`src/rtl/ni_packetizer.sv`:
```
// ============================================================================
// Module      : ni_packetizer
// Description : Network-interface packetizer. Splits a 64-bit packet into
//               head/body/tail flits. Optional macro NI_PKT_SEQ_EN enables a
//               per-packet sequence number carried in the head flit.
// Revision    : 1.0 - initial release
// ============================================================================
`default_nettype none

module ni_packetizer #(
    parameter logic [3:0] SRC_ID = 4'h0,
    parameter int         DEST_W = 4
) (
    input  logic              clk,
    input  logic              reset,
    input  logic              mode,
    input  logic              pkt_valid,
    output logic              pkt_ready,
    input  logic [DEST_W-1:0] pkt_dest,
    input  logic [63:0]       pkt_data,
    output logic              flit_valid,
    input  logic              flit_ready,
    output logic [33:0]       flit_out,
    output logic              busy,
    output logic [15:0]       pkt_sent_cnt
);

    typedef enum logic [1:0] {
        IDLE = 2'd0,
        HEAD = 2'd1,
        BODY = 2'd2,
        TAIL = 2'd3
    } state_t;

    localparam logic [1:0] TYPE_HEAD = 2'b01;
    localparam logic [1:0] TYPE_BODY = 2'b00;
    localparam logic [1:0] TYPE_TAIL = 2'b10;

    state_t      state;
    state_t      state_nxt;
    logic [7:0]  dest_hold;
    logic [63:0] data_hold;
    logic [7:0]  seq_val;
    logic        accept;
    logic        tail_xfer;

    // Flit fields are decoded purely from state and holding registers, so
    // flit_out cannot change while the flit is being offered.
    always_comb begin
        state_nxt  = state;
        pkt_ready  = 1'b0;
        flit_valid = 1'b0;
        busy       = 1'b0;
        flit_out   = 34'd0;
        accept     = 1'b0;
        tail_xfer  = 1'b0;
        case (state)
            IDLE: begin
                pkt_ready = 1'b1;
                if (pkt_valid) begin
                    accept    = 1'b1;
                    state_nxt = HEAD;
                end
            end
            HEAD: begin
                busy       = 1'b1;
                flit_valid = ~mode;
                flit_out   = {TYPE_HEAD, 4'h0, SRC_ID, dest_hold, seq_val, 8'h00};
                if (!mode && flit_ready) begin
                    state_nxt = BODY;
                end
            end
            BODY: begin
                busy       = 1'b1;
                flit_valid = ~mode;
                flit_out   = {TYPE_BODY, data_hold[63:32]};
                if (!mode && flit_ready) begin
                    state_nxt = TAIL;
                end
            end
            TAIL: begin
                busy       = 1'b1;
                flit_valid = ~mode;
                flit_out   = {TYPE_TAIL, data_hold[31:0]};
                if (!mode && flit_ready) begin
                    tail_xfer = 1'b1;
                    state_nxt = IDLE;
                end
            end
            default: state_nxt = IDLE;
        endcase
    end

    always_ff @(posedge clk) begin
        if (!reset) begin
            state        <= IDLE;
            dest_hold    <= 8'd0;
            data_hold    <= 64'd0;
            pkt_sent_cnt <= 16'd0;
        end else begin
            state <= state_nxt;
            if (accept) begin
                dest_hold <= 8'(pkt_dest);
                data_hold <= pkt_data;
            end
            if (tail_xfer && (pkt_sent_cnt != 16'hFFFF)) begin
                pkt_sent_cnt <= pkt_sent_cnt + 16'd1;
            end
        end
    end

`ifdef NI_PKT_SEQ_EN
    // Head carries the value held before the tail that follows it increments.
    logic [7:0] seq;

    always_ff @(posedge clk) begin
        if (!reset) begin
            seq <= 8'd0;
        end else if (tail_xfer) begin
            seq <= seq + 8'd1;
        end
    end

    assign seq_val = seq;
`else
    assign seq_val = 8'h00;
`endif

endmodule

`default_nettype wire

```
`config.mk`:
```
export PLATFORM = sky130hd
export DESIGN_NAME = ni_packetizer
export DESIGN_NICKNAME = d
export VERILOG_FILES = /design/src/rtl/ni_packetizer.sv
export SDC_FILE = /design/constraint.sdc
export NUM_CORES = 1
export LEC_CHECK = 0
export ABC_CLOCK_PERIOD_IN_PS = 4200
export CORE_UTILIZATION = 49
export CTS_BUF_LIST = sky130_fd_sc_hd__clkbuf_4 sky130_fd_sc_hd__clkbuf_8 sky130_fd_sc_hd__clkbuf_16
export DETAILED_ROUTE_END_ITERATION = 10
export GPL_ROUTABILITY_DRIVEN = 0
export HOLD_SLACK_MARGIN = 0.06
export PLACE_DENSITY = 0.92
export SLEW_MARGIN = 10
export SYNTH_ARGS = -nofsm -noshare
export SYNTH_HDL_FRONTEND = slang
export SYNTH_SLANG_ARGS = --single-unit
```
`constraint.sdc`:
```
create_clock -name clk -period 4.2 [get_ports clk]
set_clock_uncertainty 0.15 [all_clocks]
set_input_delay 0.63 -clock clk [delete_from_list [all_inputs] [get_ports clk]]
set_output_delay 0.63 -clock clk [all_outputs]
set_load 0.03 [all_outputs]
```
Yosys cells after proc, flatten, opt, wreduce, memory -nomap -nowiden
Cells that the tools add are included.

Add/sub/neg operators: 1. Eq/ne operators: 8. Muxes and demuxes: 13. Bitwise logic cells: 1. Reductions and logical operators: 6.

Operators with widths (number): one-hot mux 34 bit (3 select lines) (1); adder 16 x 1 -> 16 bit (second input constant) (1); != test 16 bit (second input constant) (1); 2-to-1 mux 2 bit (4); != test 2 bit (second input constant) (4); one-hot mux 2 bit (4 select lines) (1); 2-to-1 mux 1 bit (7); equality test 2 bit (second input constant) (2); AND reduction 4 bit (1); OR reduction 3 bit (1); equality test 2 x 1 -> 1 bit (second input constant) (1); logical AND 1 bit (2); logical NOT 2 bit (1); logical NOT 1 bit (1); NOT 1 bit (1).

Flip-flop bits (word level): 86. Input port bits: 73. Output and inout bits: 53. Logic and storage cells: 33.

Logic depth before layout (Yosys ltp)
Gate-level depths: netlist of run 1.

Depth in word-level cells: 5. Depth in mapped cells: 9. Gate-level depth less buffers: 6.

Worst setup path before layout of run 1
OpenSTA, ideal clock, no wires.

Kind: flip-flop to output port. From: reg state[0]. To: out flit_out[17]. Data arrival time: 1.726 ns. Required time: 3.420 ns. Path slack: 1.694 ns. Cell stages (with the launch flop): 6. Buffers on the path: 2. Cells stage by stage: dfxtp_1 ha_1 buf_4 clkbuf_1 a222oi_1 nor2_1.

Longest elaborated chain between the ends: 2. Elaborated cells on any way between the ends: 4. Classes of those cells: 3 x eq/ne; 1 x mux.

Ends and longest elaborated chain: from (decl) (line 39) `state_t state;`; from (signal assigned) (line 101) `state <= state_nxt;`; equality test 2 bit or equality test 2 x 1 -> 1 bit (tied branches) (line 57) `case (state)`; one-hot mux 34 bit (3 select lines) * (line 57); to (decl) (line 23) `output logic [33:0] flit_out,`.

Mark *: on every way between the ends. The rest lies on a longest branch, timed or not.

Worst setup path in the final report of run 1
From: reg state[0]. To: out flit_out[18].

The elaborated chain is that of the path after synthesis.

==> results of run 1 <==
-- layer usage --
layer  vias up  track usage, %  share of wire, %  wire [µm]
met5         -               0                 0          0
met4         0            12.8               2.4        257
met3        25            5.21               7.4        781
met2       196            47.5                50       5320
met1      1813            32.1                40       4200
li1       1905               -                 -          -
-- flip-flops by register name, indices dropped and copies added (netlist names) --
| name | count |
|---|---|
| data_hold | 64 |
| dest_hold | 4 |
| state | 2 |
| pkt_sent_cnt | 16 |
-- tightest hold or removal path, cell delays in order (launching register included) --
cell and delay [ps]:
dfxtp_1 310, nand2_1 50, a21oi_1 50
-- logic make-up (layout without fill, tap and decap cells) --
family	Yosys count	count (layout)	share of synthesized area [%]
adder cells (fa/ha/maj)	7	7	2.33
AO/OA/AOI/OAI	122	122	19.5
AND/OR/NAND/NOR	230	230	25.9
buffers and inverters	47	158	4.86
flip-flops	86	86	45.8
multiplexers	6	6	1.60
-- layout make-up --
type                            instances  share of cell area (%)
Inverter                               10                   0.710
Timing Repair Buffer                  132                    24.7
Sequential cell                        86                    32.6
Clock buffer                           13                    3.27
Clock inverter                          3                    1.23
Tap cell                               99                    2.34
Multi-Input combinational cell        365                    35.2
-- worst min-delay path by stage --
stage | start | end | depth (start not counted)
after floorplan | data_hold[16] | data_hold[16] | 2
after global placement | data_hold[50] | data_hold[50] | 2
after detailed placement | data_hold[0] | data_hold[0] | 2
after CTS | data_hold[0] | data_hold[0] | 2
after global routing | data_hold[10] | data_hold[10] | 2
final | data_hold[8] | data_hold[8] | 2
-- report_power, final --
part | internal [µW] | switching [µW]
registers | 939 | 71.5
clock network | 390 | 288
logic | 286 | 532
total | 1610 | 891
-- stage by stage --
step / hold slack (ps) / total power (µW) / util, % / instance area [µm²] / setup WS, ps
3_5_place_dp: 297 / 1840 / 68.8 / 5050 / 1100
6_report: 307 / 2510 / 72.1 / 5280 / 693
5_1_grt: 328 / 2640 / 72.1 / 5280 / 574
2_1_floorplan: 286 / 1560 / - / 3760 / 1690
3_3_place_gp: 291 / 1800 / 68.8 / 5050 / 1180
4_1_cts: 308 / 2500 / 72.1 / 5280 / 720
-- cells in the final DEF, fill, tap and decap left out, types with 3 or more instances in the layout --
cell,count
clkdlybuf4s50_1,125
nand3_1,4
nand2_1,149
mux2i_1,6
buf_4,7
dfxtp_1,86
a22oi_1,28
o31ai_1,3
nor2_1,42
or4_1,3
inv_1,9
a222oi_1,4
o21ai_0,5
nand4_1,4
a21oi_1,74
nand2b_1,5
or3_1,3
clkbuf_8,12
ha_1,7
nor3_1,6
nor4_1,4
==> results_dict.tcl, run 1 <==
set metrics [dict create \
    drive_gt1_share_pct 4.76 \
    finalHoldViolCount 0 \
    setup_tns_ps 0 \
    num_io_pins 126 \
    netlist.area_leader.share_pct 45.8 \
    yosysMostFrequentCell "nand2_1" \
    path_depth 5 \
    cp-startpoint "state[0]" \
    cp_slowest_cell "clkdlybuf4s50_1" \
    post_cts_buffers 0 \
    tritoncts "built" \
    vias 3939 \
    overflow 0 \
    hp-class "reg -> reg" \
    tightestPinTransition_ps 1230 \
    n_antenna_cell 0 \
    r2r_cells 5 \
    htree_levels 3 \
    seqCellArea_um2 1720 \
    post-route-period-util_pct 83.5 \
    die_area_um2 8030 \
    synth_area_leader_cell "dfxtp_1" \
    std_cell_rows 31 \
    insertion_delay_ps 350 \
    max_stage_delay_ps 700 \
    yosysSeqAreaShare_pct 45.8 \
    ant_nets 0 \
    maxCapViolations 0 \
    timing.rr.end "data_hold[37]" \
    syn_area_um2 3760 \
    p_leak_uw 0.00185 \
    rsz0062_at_grt "false" \
    drt_iter0_markers 218 \
    dp_cells 692 \
    hpwlAfterDp_mm 7.23 \
    core-area_um2 7330 \
    cts_num_sinks 86 \
    outcome "completed" \
    grt_pass1_vias 3799 \
    die_y_um 89.6 \
    finalCriticalPeriod_ps 3510 \
    synth_cells 498 \
    synth-edff-count 0 \
    synth_ff_type "dfxtp_1" \
    crit_arrival_ps 2730 \
    final-setup-viol-count 0 \
    drt-vias-per-instance 5.56 \
    yosys_warnings 0 \
    grt_pass1_wl_mm 16.8 \
    die_w_um 89.6 \
    numPortBuffers 125 \
    synthArstFlopShare_pct 0 \
    fmax_mhz 285 \
    cp-end-kind "output port" \
    cp_cell_sequence "ha_1 > buf_4 > a222oi_1 > nor2_1 > clkdlybuf4s50_1" \
    initial_core_util_pct 51.3 \
    multi_input_area_um2 1860 \
    clk_path_buf_depth 2 \
    syn2layout_area_growth_pct 40.5 \
    required_ps 3420 \
    syn_avg_cell_area_um2 7.55 \
    p_per_area_nw_per_um2 474 \
    synth_area_leaders "dfxtp_1 (46%), nand2_1 (15%), a21oi_1 (9.9%)" \
    ys_seq_elements 86 \
    r2r-start "state[0]" \
    finalWirelength_mm 10.6 \
    grt_max_degree 69 \
    cp_top_family "buffers and inverters" \
    drt_first_pass_iters 6 \
    drv_slew 0 \
    worstSetupStartpointType "flop" \
    grt_usage_pct 27.2 \
    crit_fanout 21 \
    cts.hold.buffers_added 0 \
    synth.top_cells.by_count "nand2_1 (150), dfxtp_1 (86), a21oi_1 (74)" \
    drc 0 \
    fin_nets 684 \
    path_buf_inv 2 \
    cts-root-buf "clkbuf_8" \
    slew_headroom_pct 17.4 \
    ff2ff_setup_slack_ps 1190 \
    nFillCells 528 \
    synth_nets 578 \
    endpoint "flit_out[18]" \
    crit_type "reg -> out" \
    yosysUniqueCellTypes 38 \
    irDropWorstVdd_mv 0.267 \
    post_cts_resized 0 \
    antenna_found_initial 0 \
    clk_pin_slew_ps 80 \
    numCtsBuffers 9 \
    final_cells 708 \
    routedWlPerCell_um 14.9 \
]
(Power assumes the default switching activity.)
==> run 2, diff against run 1 <==
Settings changed: ABC_CLOCK_PERIOD_IN_PS 4200 to 2900, CORE_UTILIZATION 49 to 41, PLACE_DENSITY 0.92 to 0.83.
Clock period 4.2 ns to 2.9 ns, I/O delays scaled along.
==> results_dict.tcl, run 2 (synthesis gave the netlist of run 1 again) <==
set metrics [dict create \
    outcome "finished, violations left" \
    violations "design-rule violations" \
    drc 14 \
    antenna_found_initial 0 \
    drt_first_pass_iters 8 \
    slew_headroom_pct 54.9 \
    mostFrequentLayoutCell "nand2_1" \
    p_leak_uw 0.00191 \
    final_util_pct 58.9 \
    fin_nets 687 \
    final_cells 719 \
    clk_pin_slew_ps 80 \
    crit_path_frequent_cell "buf_4" \
    required_ps 2320 \
    maxCapViolations 0 \
    std_cell_rows 34 \
    rsz0062_at_grt "false" \
    hpwlAfterDp_mm 6.95 \
    drv_slew 0 \
    grt_pass1_vias 3559 \
    post_cts_buffers 0 \
    n_antenna_cell 0 \
    drive_gt1_share_pct 10.6 \
    hp-class "reg -> reg" \
    cts.hold.buffers_added 0 \
    post_cts_resized 0 \
    path_depth 6 \
    grt_usage_pct 21.1 \
    worstSetupStartpointType "flop" \
    largest_reg_flops 64 \
    fin_area_um2 5190 \
    vias 3813 \
    core-area_um2 8810 \
    setup_tns_ps 0 \
    placed_area_um2 5020 \
    drt_iter0_markers 198 \
    cts_num_sinks 86 \
    htree_levels 3 \
    largest-register "data_hold" \
    grt_pass1_wl_mm 16.3 \
    die_y_um 97.8 \
    ant_nets 0 \
    finalWirelength_mm 9.96 \
    initial_core_util_pct 42.7 \
    overflow 0 \
    finalHoldViolCount 0 \
    grt_max_degree 69 \
    crit_fanout 19 \
    syn2layout_area_growth_pct 38.0 \
    numPortBuffers 125 \
    crit_arrival_ps 1900 \
    final_cell_mix "nand2_1 (149), clkdlybuf4s50_1 (91), dfxtp_1 (86)" \
    power_uw 3400 \
    final-setup-viol-count 0 \
    drt-vias-per-instance 5.30 \
    numCtsBuffers 9 \
    die_w_um 97.8 \
    insertion_delay_ps 340 \
    cp_slowest_cell "dfxtp_1" \
    cts-root-buf "clkbuf_8" \
    fmax_mhz 403 \
    dp_cells 704 \
    tritoncts "built" \
    num_io_pins 126 \
    die_area_um2 9560 \
    tightestPinTransition_ps 670 \
    cp_cell_sequence "inv_1 > ha_1 > buf_4 > a222oi_1 > nor2_1 > buf_4" \
    path_buf_inv 3 \
    r2r_cells 5 \
    p_per_area_nw_per_um2 655 \
    crit_type "reg -> out" \
    max_stage_delay_ps 390 \
    ff2ff_setup_slack_ps 770 \
    cp_top_family "buffers and inverters" \
    clk_path_buf_depth 2 \
    finalCriticalPeriod_ps 2480 \
    post-route-period-util_pct 85.7 \
    nFillCells 790 \
    routedWlPerCell_um 13.9 \
    irDropWorstVdd_mv 0.337 \
    reg.largest.list "data_hold (64), pkt_sent_cnt (16), dest_hold (4)" \
    cp-end-kind "output port" \
    worstHoldPathCells 2 \
]
run 2: through the flow:
stage	hold WS (ps)	setup WS (ps)
2_1_floorplan	286	575
3_3_place_gp	291	464
3_5_place_dp	296	426
4_1_cts	307	389
5_1_grt	326	243
6_report	306	416
run 2: final timing paths:
path,start,end
max,state[0],flit_out[19]
min,data_hold[22],data_hold[22]
max reg2reg,state[1],pkt_sent_cnt[9]
min reg2reg,data_hold[22],data_hold[22]
run 2: worst min-delay path, delay by kind of cell (launching register included):
kind | cells | cell delay (ps)
compound gates | 1 | 50
flops | 1 | 310
simple gates | 1 | 50
run 2: layout make-up:
cell class	instances	area, µm²	area share [%]
multi-input cells	365	1860	35.8
flip-flops and latches	86	1720	33.2
repair buffers	135	1270	24.4
clock buffers	11	145	2.80
well taps	108	135	2.60
inverters	10	37.5	0.723
clock inverters	4	23.8	0.458
run 2: per-layer routing:
metal / part of all wire, % / routed length (µm) / track usage, %
met1: 44 / 4340 / 26.2
met4: 0.66 / 66 / 5.94
met2: 49 / 4920 / 35.6
met3: 6.3 / 625 / 5.94
met5: 0 / 0 / 0
run 2: power breakdown:
| group | leakage, µW | total [µW] | switching [µW] | internal (µW) |
|---|---|---|---|---|
| logic | 0.00112 | 1210 | 765 | 444 |
| clock network | 0.0000923 | 731 | 394 | 337 |
| registers | 0.000703 | 1460 | 97.7 | 1360 |
| total | 0.00191 | 3400 | 1260 | 2140 |
